--- config.mk ---
export PLATFORM = sky130hd
export DESIGN_NAME = sram_read_arbiter
export DESIGN_NICKNAME = d
export VERILOG_FILES = /design/src/rtl/sram_read_arbiter.sv
export SDC_FILE = /design/constraint.sdc
export NUM_CORES = 1
export LEC_CHECK = 0
export CAP_MARGIN = 10
export CORE_MARGIN = 3
export CORE_UTILIZATION = 31
export CTS_CLUSTER_DIAMETER = 100
export CTS_CLUSTER_SIZE = 28
export DETAILED_ROUTE_END_ITERATION = 10
export PLACE_DENSITY = 0.81
export SYNTH_ARGS = -nofsm -noshare
export SYNTH_HDL_FRONTEND = slang
export SYNTH_SLANG_ARGS = --single-unit
--- constraint.sdc ---
create_clock -name clk -period 1.7 [get_ports clk]
set_input_delay 0.34 -clock clk [delete_from_list [all_inputs] [get_ports clk]]
set_output_delay 0.34 -clock clk [all_outputs]
set_load 0.02 [all_outputs]
--- src/rtl/sram_read_arbiter.sv ---
// Two-master AXI-lite read arbiter sharing one SRAM read port between IFU (m0) and LSU (m1).
// Define SRAM_ARB_RR_EN for round-robin tie-breaking; default build uses fixed priority (m1 over m0).
module sram_read_arbiter #(
  parameter int ADDR_W = 32,
  parameter int DATA_W = 32
) (
  input  logic              clk,
  input  logic              rst,
  input  logic [ADDR_W-1:0] m0_araddr,
  input  logic              m0_arvalid,
  output logic              m0_arready,
  output logic              m0_rvalid,
  output logic [DATA_W-1:0] m0_rdata,
  output logic [1:0]        m0_rresp,
  input  logic              m0_rready,
  input  logic [ADDR_W-1:0] m1_araddr,
  input  logic              m1_arvalid,
  output logic              m1_arready,
  output logic              m1_rvalid,
  output logic [DATA_W-1:0] m1_rdata,
  output logic [1:0]        m1_rresp,
  input  logic              m1_rready,
  output logic [ADDR_W-1:0] s_araddr,
  output logic              s_arvalid,
  input  logic              s_arready,
  input  logic              s_rvalid,
  input  logic [DATA_W-1:0] s_rdata,
  input  logic [1:0]        s_rresp,
  output logic              s_rready,
  output logic [1:0]        grant
);

  typedef enum logic [1:0] {IDLE, ADDR, DATA} state_t;

  state_t            state, state_nxt;
  logic [1:0]        grant_nxt;
  logic [ADDR_W-1:0] addr_q, addr_nxt;
  logic              last_q, last_nxt;
  logic              win;  // 1 selects m1

`ifdef SRAM_ARB_RR_EN
  // On a tie the master that did not finish last wins.
  always_comb win = (m0_arvalid && m1_arvalid) ? ~last_q : m1_arvalid;
`else
  always_comb win = m1_arvalid;
`endif

  always_ff @(posedge clk) begin
    if (rst) begin
      state  <= IDLE;
      grant  <= 2'b00;
      addr_q <= '0;
      last_q <= 1'b0;
    end else begin
      state  <= state_nxt;
      grant  <= grant_nxt;
      addr_q <= addr_nxt;
      last_q <= last_nxt;
    end
  end

  assign s_araddr = addr_q;

  always_comb begin
    state_nxt  = state;
    grant_nxt  = grant;
    addr_nxt   = addr_q;
    last_nxt   = last_q;
    m0_arready = 1'b0;
    m1_arready = 1'b0;
    s_arvalid  = 1'b0;
    s_rready   = 1'b0;
    m0_rvalid  = 1'b0;
    m0_rdata   = '0;
    m0_rresp   = 2'b00;
    m1_rvalid  = 1'b0;
    m1_rdata   = '0;
    m1_rresp   = 2'b00;
    case (state)
      IDLE: begin
        if (m0_arvalid || m1_arvalid) begin
          m0_arready = ~win;
          m1_arready = win;
          addr_nxt   = win ? m1_araddr : m0_araddr;
          grant_nxt  = win ? 2'b10 : 2'b01;
          state_nxt  = ADDR;
        end
      end
      ADDR: begin
        s_arvalid = 1'b1;
        if (s_arready) state_nxt = DATA;
      end
      DATA: begin
        // Read data is a combinational pass-through to the owner only.
        if (grant[1]) begin
          s_rready  = m1_rready;
          m1_rvalid = s_rvalid;
          m1_rdata  = s_rdata;
          m1_rresp  = s_rresp;
        end else begin
          s_rready  = m0_rready;
          m0_rvalid = s_rvalid;
          m0_rdata  = s_rdata;
          m0_rresp  = s_rresp;
        end
        if (s_rvalid && s_rready) begin
          last_nxt  = grant[1];
          grant_nxt = 2'b00;
          state_nxt = IDLE;
        end
      end
      default: begin
        state_nxt = IDLE;
        grant_nxt = 2'b00;
      end
    endcase
  end

endmodule

==> results by group, run 1 <==
Drt
  – Detailed-route wire length per cell: between 15 and 20 µm
  – Via count: 2731
  – Post-route DRC violation count: 0
  – Antenna viol nets, final: 0
  – DRT Wirelength: 9475 µm
  – Via/cell ratio: 4.750
  – First DRT Iteration DRCs: 38
  – Pre-Repair DR Iteration Count: 4

GRT
  – Vias in the first global route: around 2700
  – Global-route wire length before repair: about 14000 µm
  – Total grt overflow: 0
  – Initial antenna violation count: 0
  – Largest net degree at the start of global routing: 36
  – GRT Resource Usage Total: 0.2005

Worst hold path
  – Hold crit path type: reg -> reg

Floorplan
  – Height of the die: between 90 and 100 µm
  – Core Area: roughly 0.0073 mm²
  – Ports: approximately 210
  – Initial core utilization: 0.3221
  – Die W: just over 90 µm
  – Num rows: 31
  – Die area: between 0.008 and 0.009 mm²

Outcome
  – Status: finished with violations
  – Failing checks: negative setup slack

Yosys
  – Synth Cell Area: between 0.002 and 0.0025 mm²
  – Synth Net Count: around 360
  – Synth warn: 0
  – Netlist cell types: 26
  – Sequential-to-total area share from yosys stat: 0.3052
  – Largest cells by area after synthesis: dfxtp_1 (31%), and2_1 (19%), a211oi_2 (16%), mux2i_1 (14%), a21oi_1 (6.8%)
  – Cells after Synth: approximately 260
  – #FFs+latches synth: 36
  – Syn_area_per_cell: 9.187 µm²
  – Cell taking the most area after synthesis: dfxtp_1
  – Post-synth top area share: 0.3052

Timing
  – Fin. Hold Viols: 0
  – Max Clk Rate: 567.1 MHz
  – Setup TNS: -1.160 ns
  – Slew @ Worst Pin: 0.6414 ns
  – Skew final: 0.01136 ns
  – Final setup margin: -0.06339 ns
  – Headroom to the max-slew limit: 0.5724
  – Minimum clock period: between 1.5 and 2 ns
  – Fin. max-slew vios: 0
  – Hold WS: 0.4977 ns
  – Crit share post-route: 1.037
  – Final setup viols: 32
  – RSZ-0062 raised after global routing: true

Placed design
  – Place WS: -0.3402 ns
  – HPWL after detailed placement: about 7100 µm
  – RePlAce Congestion: between 0.7 and 0.8
  – Buffers on Ports: about 210

CTS
  – H-Tree Depth: 2
  – CTS clk-pin slew, worst paths: approximately 0.060 ns
  – Clock root cell: clkbuf_8
  – Clk sinks: 36
  – Skew-Pair Late Insertion Delay: around 0.28 ns
  – CTS Buffer Depth: 2
  – CTS Buf Count: 5
  – CTS tree: yes

Pwr
  – Seq pwr share: 0.355
  – Clk pwr share: 0.209
  – Sw Ratio: 0.3299
  – Gate power share: 0.436
  – Sw Pwr: slightly above 0.9 mW
  – VDD IR max: 436.4 µV
  – Power Total: roughly 2.8 mW
  – Pleak: 2.096 nW
  – Power per Cell Area: approximately 580 mW/mm²
  – Internal power: between 1.5 and 2 mW

Worst setup path
  – R2R cell count: 4
  – Worst Setup EP: m1_rdata[24]
  – Critical Path Fanout Max: 5
  – Cell Chain, Critical Path: nand2b_4 > nor2_4 > buf_6 > buf_6 > and2_4 > buf_6
  – Critical Path Start Type: flip-flop
  – CP max stage delay: about 0.32 ns
  – Crit-path slowest cell: dfxtp_2
  – Crit path from: state[0]$_SDFFE_PP0P_
  – Most frequent CP cell: buf_6
  – FF-to-FF End: s_araddr[2]$_SDFFE_PP0P_
  – Setup crit end kind: primary output
  – Crit path arrival time: 1.42 ns
  – Worst r2r src: state[1]$_SDFFE_PP0P_
  – Required time worst endpoint: about 1.4 ns
  – Worst R2R Setup Slack: roughly 0.26 ns
  – Setup Crit Path Kind: reg -> out

Finish
  – Diode count: 0
  – Area growth from synthesis to layout: 107.8%
  – Commonest non-fill, non-tap cell in the layout: clkdlybuf4s50_1
  – Filler cell count in the final layout: approximately 570
  – Fin util: 0.6692
  – Commonest cells after routing, fill and taps aside: clkdlybuf4s50_1 (135), buf_6 (53), and2_1 (45)
  – Fraction of layout cells with a size suffix above 1: 0.3592
  – Nets: just under 600

Job
  – Max-cap violations: 0
-- cells in the mapped netlist (all sizes together) --
cell and instances:
nand3 1, buf 16, nor4b 1, o31ai 1, a21oi 32, dfxtp 36, o41ai 1, inv 2
and2 72, or2 2, clkbuf 11, a2111oi 1, nor2b 3, o32a 1, nand2b 1, mux2i 34
nand2 1, nor2 7, a211oi 33, a2111o 1
-- routing by layer --
layer  GRT usage  share of wire  routed length, µm
met1      0.2499           0.40               3832
met2      0.3437           0.52               4945
met3     0.05632          0.062                588
met4     0.04274          0.012                109
met5           0              0                  0
-- power groups by stage --
stage                     Sequential, mW  Combinational [mW]  Clock, mW
after floorplan                     1.13               0.485          0
after global routing                1.01                1.31      0.647
final                               1.00                1.23      0.590
after global placement              1.01                1.19          0
after CTS                           1.00                1.20      0.610
after detailed placement            1.02                1.21          0
-- critical path, delay by kind of cell, from the launching register on --
family | cells | cell delay [ns]
buffers and inverters | 3 | 0.37
DFF | 1 | 0.32
and+or+nand+nor | 3 | 0.46
-- how the worst min path moves through the flow --
stage | cells after the start | to | slack (ns) | startpoint
2_1_floorplan | 1 | state[0]$_SDFFE_PP0P_ | 0.46 | s_arready
3_3_place_gp | 2 | grant[0]$_SDFFE_PP0P_ | 0.49 | grant[0]$_SDFFE_PP0P_
3_5_place_dp | 2 | grant[0]$_SDFFE_PP0P_ | 0.49 | grant[0]$_SDFFE_PP0P_
4_1_cts | 2 | grant[0]$_SDFFE_PP0P_ | 0.50 | grant[0]$_SDFFE_PP0P_
5_1_grt | 2 | grant[0]$_SDFFE_PP0P_ | 0.55 | grant[0]$_SDFFE_PP0P_
6_report | 2 | grant[0]$_SDFFE_PP0P_ | 0.50 | grant[0]$_SDFFE_PP0P_
-- flip-flops by register name, indices dropped and copies added, names as in the netlist --
name      flops
s_araddr     32
grant         2
state         2
-- layout make-up --
cell class / count / area [µm²] / share of cell area
timing repair buffer: 238 / 2385 / 0.4861
multi-input combinational: 192 / 1579 / 0.3219
clock buffer: 7 / 76.32 / 0.01556
clock inverter: 1 / 8.758 / 0.001785
inverter: 2 / 7.507 / 0.001530
tap: 99 / 123.9 / 0.02525
sequential: 36 / 725.7 / 0.1479
-- stage by stage --
step           instance area, µm²  cells
4_1_cts                      4601    573
2_1_floorplan                2367    257
3_5_place_dp                 4619    560
6_report                     4906    575
3_3_place_gp                 4619    560
5_1_grt                      4906    575
-- kinds of logic after synthesis --
logic type / after synthesis / synth area share
buffers and inverters: 29 / 0.06730
AO/OA/AOI/OAI: 70 / 0.2560
AND/OR/NAND/NOR: 88 / 0.2274
flip-flops: 36 / 0.3052
multiplexers: 34 / 0.1441
-- timing repair --
item,in CTS,in global routing
gates resized for setup,349,105
gates cloned,2,0
hold buffers,0,0
setup endpoints to repair,74,74
pin swaps,1,4
buffers inserted,3,4
hold endpoints to repair,0,0
(Power assumes the default switching activity.)
==> run 2: changes to the inputs <==
- ABC_AREA: default -> 1
- CORE_UTILIZATION: 31 -> 30
- HOLD_SLACK_MARGIN: default -> 0.06
==> results by group, run 2 <==
CTS
  – H-Tree Depth: 2
  – Clock root cell: clkbuf_8
  – CTS Buf Count: 5
  – CTS Buffer Depth: 2
  – Clk sinks: 36
  – Skew-Pair Late Insertion Delay: ~0.28 ns
  – CTS clk-pin slew, worst paths: about 0.07 ns
  – CTS tree: yes
  – CTS Hold Bufs: 0

Timing
  – RSZ-0062 raised after global routing: true
  – Final setup viols: 0
  – Hold WS: roughly 0.50 ns
  – Setup TNS: 0 ns
  – Max Clk Rate: between 600 and 700 MHz
  – Slew @ Worst Pin: between 0.3 and 0.4 ns
  – Fin. Hold Viols: 0
  – Minimum clock period: roughly 1.7 ns
  – Headroom to the max-slew limit: 0.7721
  – Fin. max-slew vios: 0
  – Crit share post-route: 0.9718
  – Skew final: 0.004119 ns

Yosys
  – Netlist cell types: 16
  – Cell with the most instances after synthesis: nor2_1
  – Synth Cell Area: ~0.0022 mm²
  – Synth Net Count: 500
  – Syn_area_per_cell: between 5 and 6 µm²
  – Cells after Synth: between 300 and 400
  – Cell taking the most area after synthesis: dfxtp_1
  – #FFs+latches synth: 36
  – Ys flop type: dfxtp_1
  – Post-synth top cells: nor2_1 (139), nand2_1 (105), inv_1 (45)
  – Async SR Flop Fraction: 0
  – Sequential-to-total area share from yosys stat: 0.3301
  – EDFF count, synth: 0
  – Largest cells by area after synthesis: dfxtp_1 (33%), nor2_1 (24%), nand2_1 (18%), inv_1 (7.7%), o21ai_0 (7.6%)
  – Synth warn: 0
  – Post-synth top area share: 0.3301

Outcome
  – Status: completed

Finish
  – Max FFs per register: 32
  – Commonest non-fill, non-tap cell in the layout: clkdlybuf4s50_1
  – Fraction of layout cells with a size suffix above 1: 0.2285
  – Filler cell count in the final layout: between 600 and 700
  – FF/Latch Area: 723.2 µm²
  – Multi-input combinational cell area: between 0.001 and 0.0015 mm²
  – Nets: between 700 and 800
  – Post-Layout Cell Count: ~710
  – Area growth from synthesis to layout: 110.3%
  – Commonest cells after routing, fill and taps aside: clkdlybuf4s50_1 (138), nor2_1 (113), nand2_1 (105)

Job
  – Max-cap violations: 0

GRT
  – Total grt overflow: 0
  – Initial antenna violation count: 1
  – Global-route wire length before repair: about 14000 µm
  – Largest net degree at the start of global routing: 36
  – Vias in the first global route: about 2900
  – GRT Resource Usage Total: 0.2126

Drt
  – DRT Wirelength: ~9700 µm
  – Detailed-route wire length per cell: between 10 and 15 µm
  – Pre-Repair DR Iteration Count: 5
  – Via/cell ratio: roughly 4.4
  – Antenna viol nets, final: 0
  – First DRT Iteration DRCs: 75
  – Via count: around 3200
  – Post-route DRC violation count: 0

Pwr
  – Power per Cell Area: 655.0 mW/mm²
  – VDD IR max: roughly 400 µV
  – Pleak: 2.374 nW

Floorplan
  – Die area: 0.008338 mm²
  – Ports: between 200 and 250
  – Num rows: 30
  – Initial core utilization: 0.3161
  – Core Area: ~0.0069 mm²
  – Height of the die: just over 90 µm
  – Die W: between 90 and 100 µm

Placed design
  – DP Cell Count: about 700
  – HPWL after detailed placement: around 7600 µm
  – RePlAce Congestion: ~0.86
  – Buffers on Ports: 213

Worst setup path
  – Setup Crit Path Kind: reg -> out
  – Crit path arrival time: 1.31 ns
  – Setup crit end kind: primary output
  – Required time worst endpoint: between 1 and 1.5 ns
  – Critical Path Start Type: flip-flop
  – Critical Path Fanout Max: 18

Worst hold path
  – Hold crit path type: reg -> reg
## run 2: routing by layer
layer	track usage	vias to the layer above	routed length, µm
met3	0.06959	16	774
met2	0.3991	144	5011
met5	0	-	0
li1	-	1605	-
met4	0.06784	0	276
met1	0.2210	1393	3639
## run 2: path summary, 6_finish.rpt
kind,start,slack (ns),end,cells after the start
worst min-delay path,grant[0]$_SDFFE_PP0P_,0.50,grant[0]$_SDFFE_PP0P_,2
worst max-delay path,state[1]$_SDFFE_PP0P_,0.05,m1_rresp[1],6
worst max register to register,state[0]$_SDFFE_PP0P_,0.45,s_araddr[6]$_SDFFE_PP0P_,6
worst min register to register,grant[0]$_SDFFE_PP0P_,0.50,grant[0]$_SDFFE_PP0P_,2
## run 2: kinds of logic (layout without fill, tap and decap cells)
family / count (synthesis) / in the layout / synth area share
DFF: 36 / 36 / 0.3301
and+or+nand+nor: 253 / 253 / 0.4527
buffers and inverters: 68 / 291 / 0.1324
other: 0 / 1 / 0
AOI/OAI and AO/OA: 37 / 37 / 0.08481
## run 2: where the power goes
part           internal, mW  switching, mW  total [mW]
clock network         0.518          0.300       0.818
logic                 0.604          0.582        1.19
registers             0.949         0.0530        1.00
total                  2.07          0.935        3.01
## run 2: critical path, cell delays in order, from the launching register on
cell and delay, ns:
dfxtp_2 0.34, inv_2 0.05, nor2_4 0.13, nand2_4 0.09
buf_12 0.17, nor2_1 0.10, buf_4 0.16
## run 2: per-stage QoR
step	instance area (µm²)	setup slack [ns]	power, mW	utilization
finish	4591	0.04797	3.007	0.6647
global route	4591	-0.03290	3.181	0.6647
CTS	4318	0.007937	3.002	0.6252
detailed placement	4532	-0.3113	2.208	0.6562
global placement	4532	-0.3111	2.187	0.6562
floorplan	2183	0.1926	1.539	-
## run 2: cell type report
class | instances | area share
Multi-Input combinational cell | 290 | 0.2720
Inverter | 46 | 0.03761
Tap cell | 96 | 0.02617
Clock inverter | 1 | 0.006541
Antenna cell | 1 | 0.0005451
Clock buffer | 7 | 0.02099
Timing Repair Buffer | 237 | 0.4786
Sequential cell | 36 | 0.1575
## run 2: timing repair
item / 4_1_cts / 5_1_grt
gates cloned: 0 / 2
endpoints found under the hold margin: 0 / 0
endpoints found under the setup margin: 74 / 74
pin swaps: 0 / 1
gates resized for setup: 293 / 98
buffers inserted: 0 / 0
==> run 3: changes to the inputs <==
- CORE_ASPECT_RATIO: default -> 1.75
- CTS_CLUSTER_SIZE: 28 -> default
- GPL_TIMING_DRIVEN: default -> 0
==> results by group, run 3 (same netlist as run 2, synthesis figures left out) <==
Worst setup path
  – R2R cell count: 6
  – Worst R2R Setup Slack: roughly 0.3 ns
  – Crit path from: state[1]$_SDFFE_PP0P_
  – Setup Crit Path Kind: reg -> out
  – Worst r2r src: state[1]$_SDFFE_PP0P_
  – Critical Path Start Type: flip-flop
  – Required time worst endpoint: about 1.4 ns
  – FF-to-FF End: s_araddr[19]$_SDFFE_PP0P_
  – Crit path arrival time: 1.50 ns
  – Setup crit end kind: primary output
  – Worst Setup EP: m1_rdata[4]
  – Critical Path Fanout Max: 7

Placed design
  – Area after DPL: ~0.0044 mm²
  – RePlAce Congestion: 0.9006
  – Place WS: -0.4724 ns
  – HPWL after detailed placement: approximately 9000 µm
  – DP Cell Count: 690
  – Buffers on Ports: approximately 210

Timing
  – Final setup margin: -0.1386 ns
  – Hold WS: 0.4969 ns
  – Fin. max-slew vios: 0
  – Setup TNS: -2.122 ns
  – Headroom to the max-slew limit: 0.6963
  – Minimum clock period: between 1.5 and 2 ns
  – RSZ-0062 raised after global routing: true
  – Max Clk Rate: around 540 MHz
  – Fin. Hold Viols: 0
  – Skew final: 0.008045 ns
  – Crit share post-route: 1.082
  – Slew @ Worst Pin: around 0.46 ns
  – Final setup viols: 56

Finish
  – Post-Layout Cell Count: around 720
  – Post-layout instance area: between 0.004 and 0.005 mm²
  – Diode count: 0
  – Fraction of layout cells with a size suffix above 1: 0.2622
  – Max FFs per register: 32
  – Commonest cells after routing, fill and taps aside: clkdlybuf4s50_1 (137), nand2_1 (105), nor2_1 (98)
  – Nets: 738
  – Area growth from synthesis to layout: 128.3%
  – Commonest non-fill, non-tap cell in the layout: clkdlybuf4s50_1
  – Fin util: 0.7165

Pwr
  – Pleak: 2.482 nW
  – Power per Cell Area: about 640 mW/mm²
  – VDD IR max: 696.6 µV
  – Power Total: 3.187 mW

GRT
  – Total grt overflow: 0
  – Largest net degree at the start of global routing: 13
  – Met3 Use GR: 0.1461
  – Initial antenna violation count: 1
  – Global-route wire length before repair: about 17000 µm
  – Busiest grt layer: met2
  – Vias in the first global route: approximately 3300
  – Met2 GRT Util: 0.4859
  – Met1 Use GR: 0.2246
  – GRT Resource Usage Total: 0.2563

Job
  – Max-cap violations: 0

Floorplan
  – Core Area: between 0.006 and 0.007 mm²
  – Height of the die: ~120 µm
  – Ports: 214
  – Die area: around 0.0084 mm²
  – Initial core utilization: 0.3138
  – Num rows: 40
  – Die W: between 70 and 80 µm

Worst hold path
  – Hold crit path type: in -> reg
  – Hold depth: 5

Drt
  – Pre-Repair DR Iteration Count: 4
  – Antenna viol nets, final: 0
  – Via count: roughly 3300
  – Post-route DRC violation count: 0
  – Detailed-route wire length per cell: around 16 µm
  – First DRT Iteration DRCs: 96
  – DRT Wirelength: between 10000 and 15000 µm
  – Via/cell ratio: 4.646

CTS
  – Clock root cell: clkbuf_16
  – CTS Hold Bufs: 0
  – CTS Buf Count: 5
  – CTS tree: yes
  – CTS clk-pin slew, worst paths: about 0.060 ns
  – H-Tree Depth: 2
  – Clk sinks: 36
  – Skew-Pair Late Insertion Delay: between 0.2 and 0.3 ns
  – CTS Buffer Depth: 2

Outcome
  – Status: finished with violations
  – Failing checks: negative setup slack
[run 3: cell types whose count changed in the layout (fill, tap and decap cells not counted), sizes merged]
cell | previous run | this run
buf | 96 | 104
clkbuf | 8 | 14
bufinv | 1 | 0
clkdlybuf4s15 | 1 | 2
clkdlybuf4s50 | 138 | 137
clkinv | 0 | 1
diode | 1 | 0
dlymetal6s2s | 0 | 1
inv | 46 | 47
[run 3: metal layers]
layer	part of all wire	vias up	wire length, µm
met5	0.0011	-	13
met4	0.020	2	234
met3	0.14	18	1575
met2	0.53	176	6081
met1	0.31	1496	3518
li1	-	1639	-
[run 3: repair_timing]
action                     4_1_cts  5_1_grt
setup endpoints to repair       75       71
pin swaps                        4        6
setup buffers                   11        4
gates resized for setup        434       49
gates cloned                     2        2
[run 3: area by class of cell]
class	instances	area, µm²
Buffer	22	165.2
Clock buffer	6	138.9
Clock inverter	2	13.76
Fill cell	592	1972
Inverter	46	175.2
Multi-Input combinational cell	290	1391
Sequential cell	36	726.9
Tap cell	84	105.1
Timing Repair Buffer	231	2268
[run 3: critical path: stages (launching register included)]
cell and delay, ns:
dfxtp_4 0.36, inv_4 0.04, nor2_4 0.14, nand2_4 0.14, buf_16 0.17, buf_6 0.11
nor2_4 0.12, buf_6 0.13
[run 3: power by group]
group	internal, mW	total, mW	switching, mW
clock network	0.585	0.947	0.361
registers	0.951	1.01	0.0609
logic	0.606	1.23	0.623
total	2.14	3.19	1.04
[run 3: worst min path at each step]
stage | from | end | slack, ns
finish | m1_arvalid | s_araddr[31]$_SDFFE_PP0P_ | 0.50
global route | s_araddr[0]$_SDFFE_PP0P_ | s_araddr[0]$_SDFFE_PP0P_ | 0.54
CTS | m1_arvalid | s_araddr[31]$_SDFFE_PP0P_ | 0.49
detailed placement | grant[0]$_SDFFE_PP0P_ | grant[0]$_SDFFE_PP0P_ | 0.50
global placement | grant[0]$_SDFFE_PP0P_ | grant[0]$_SDFFE_PP0P_ | 0.48
floorplan | rst | state[0]$_SDFFE_PP0P_ | 0.41
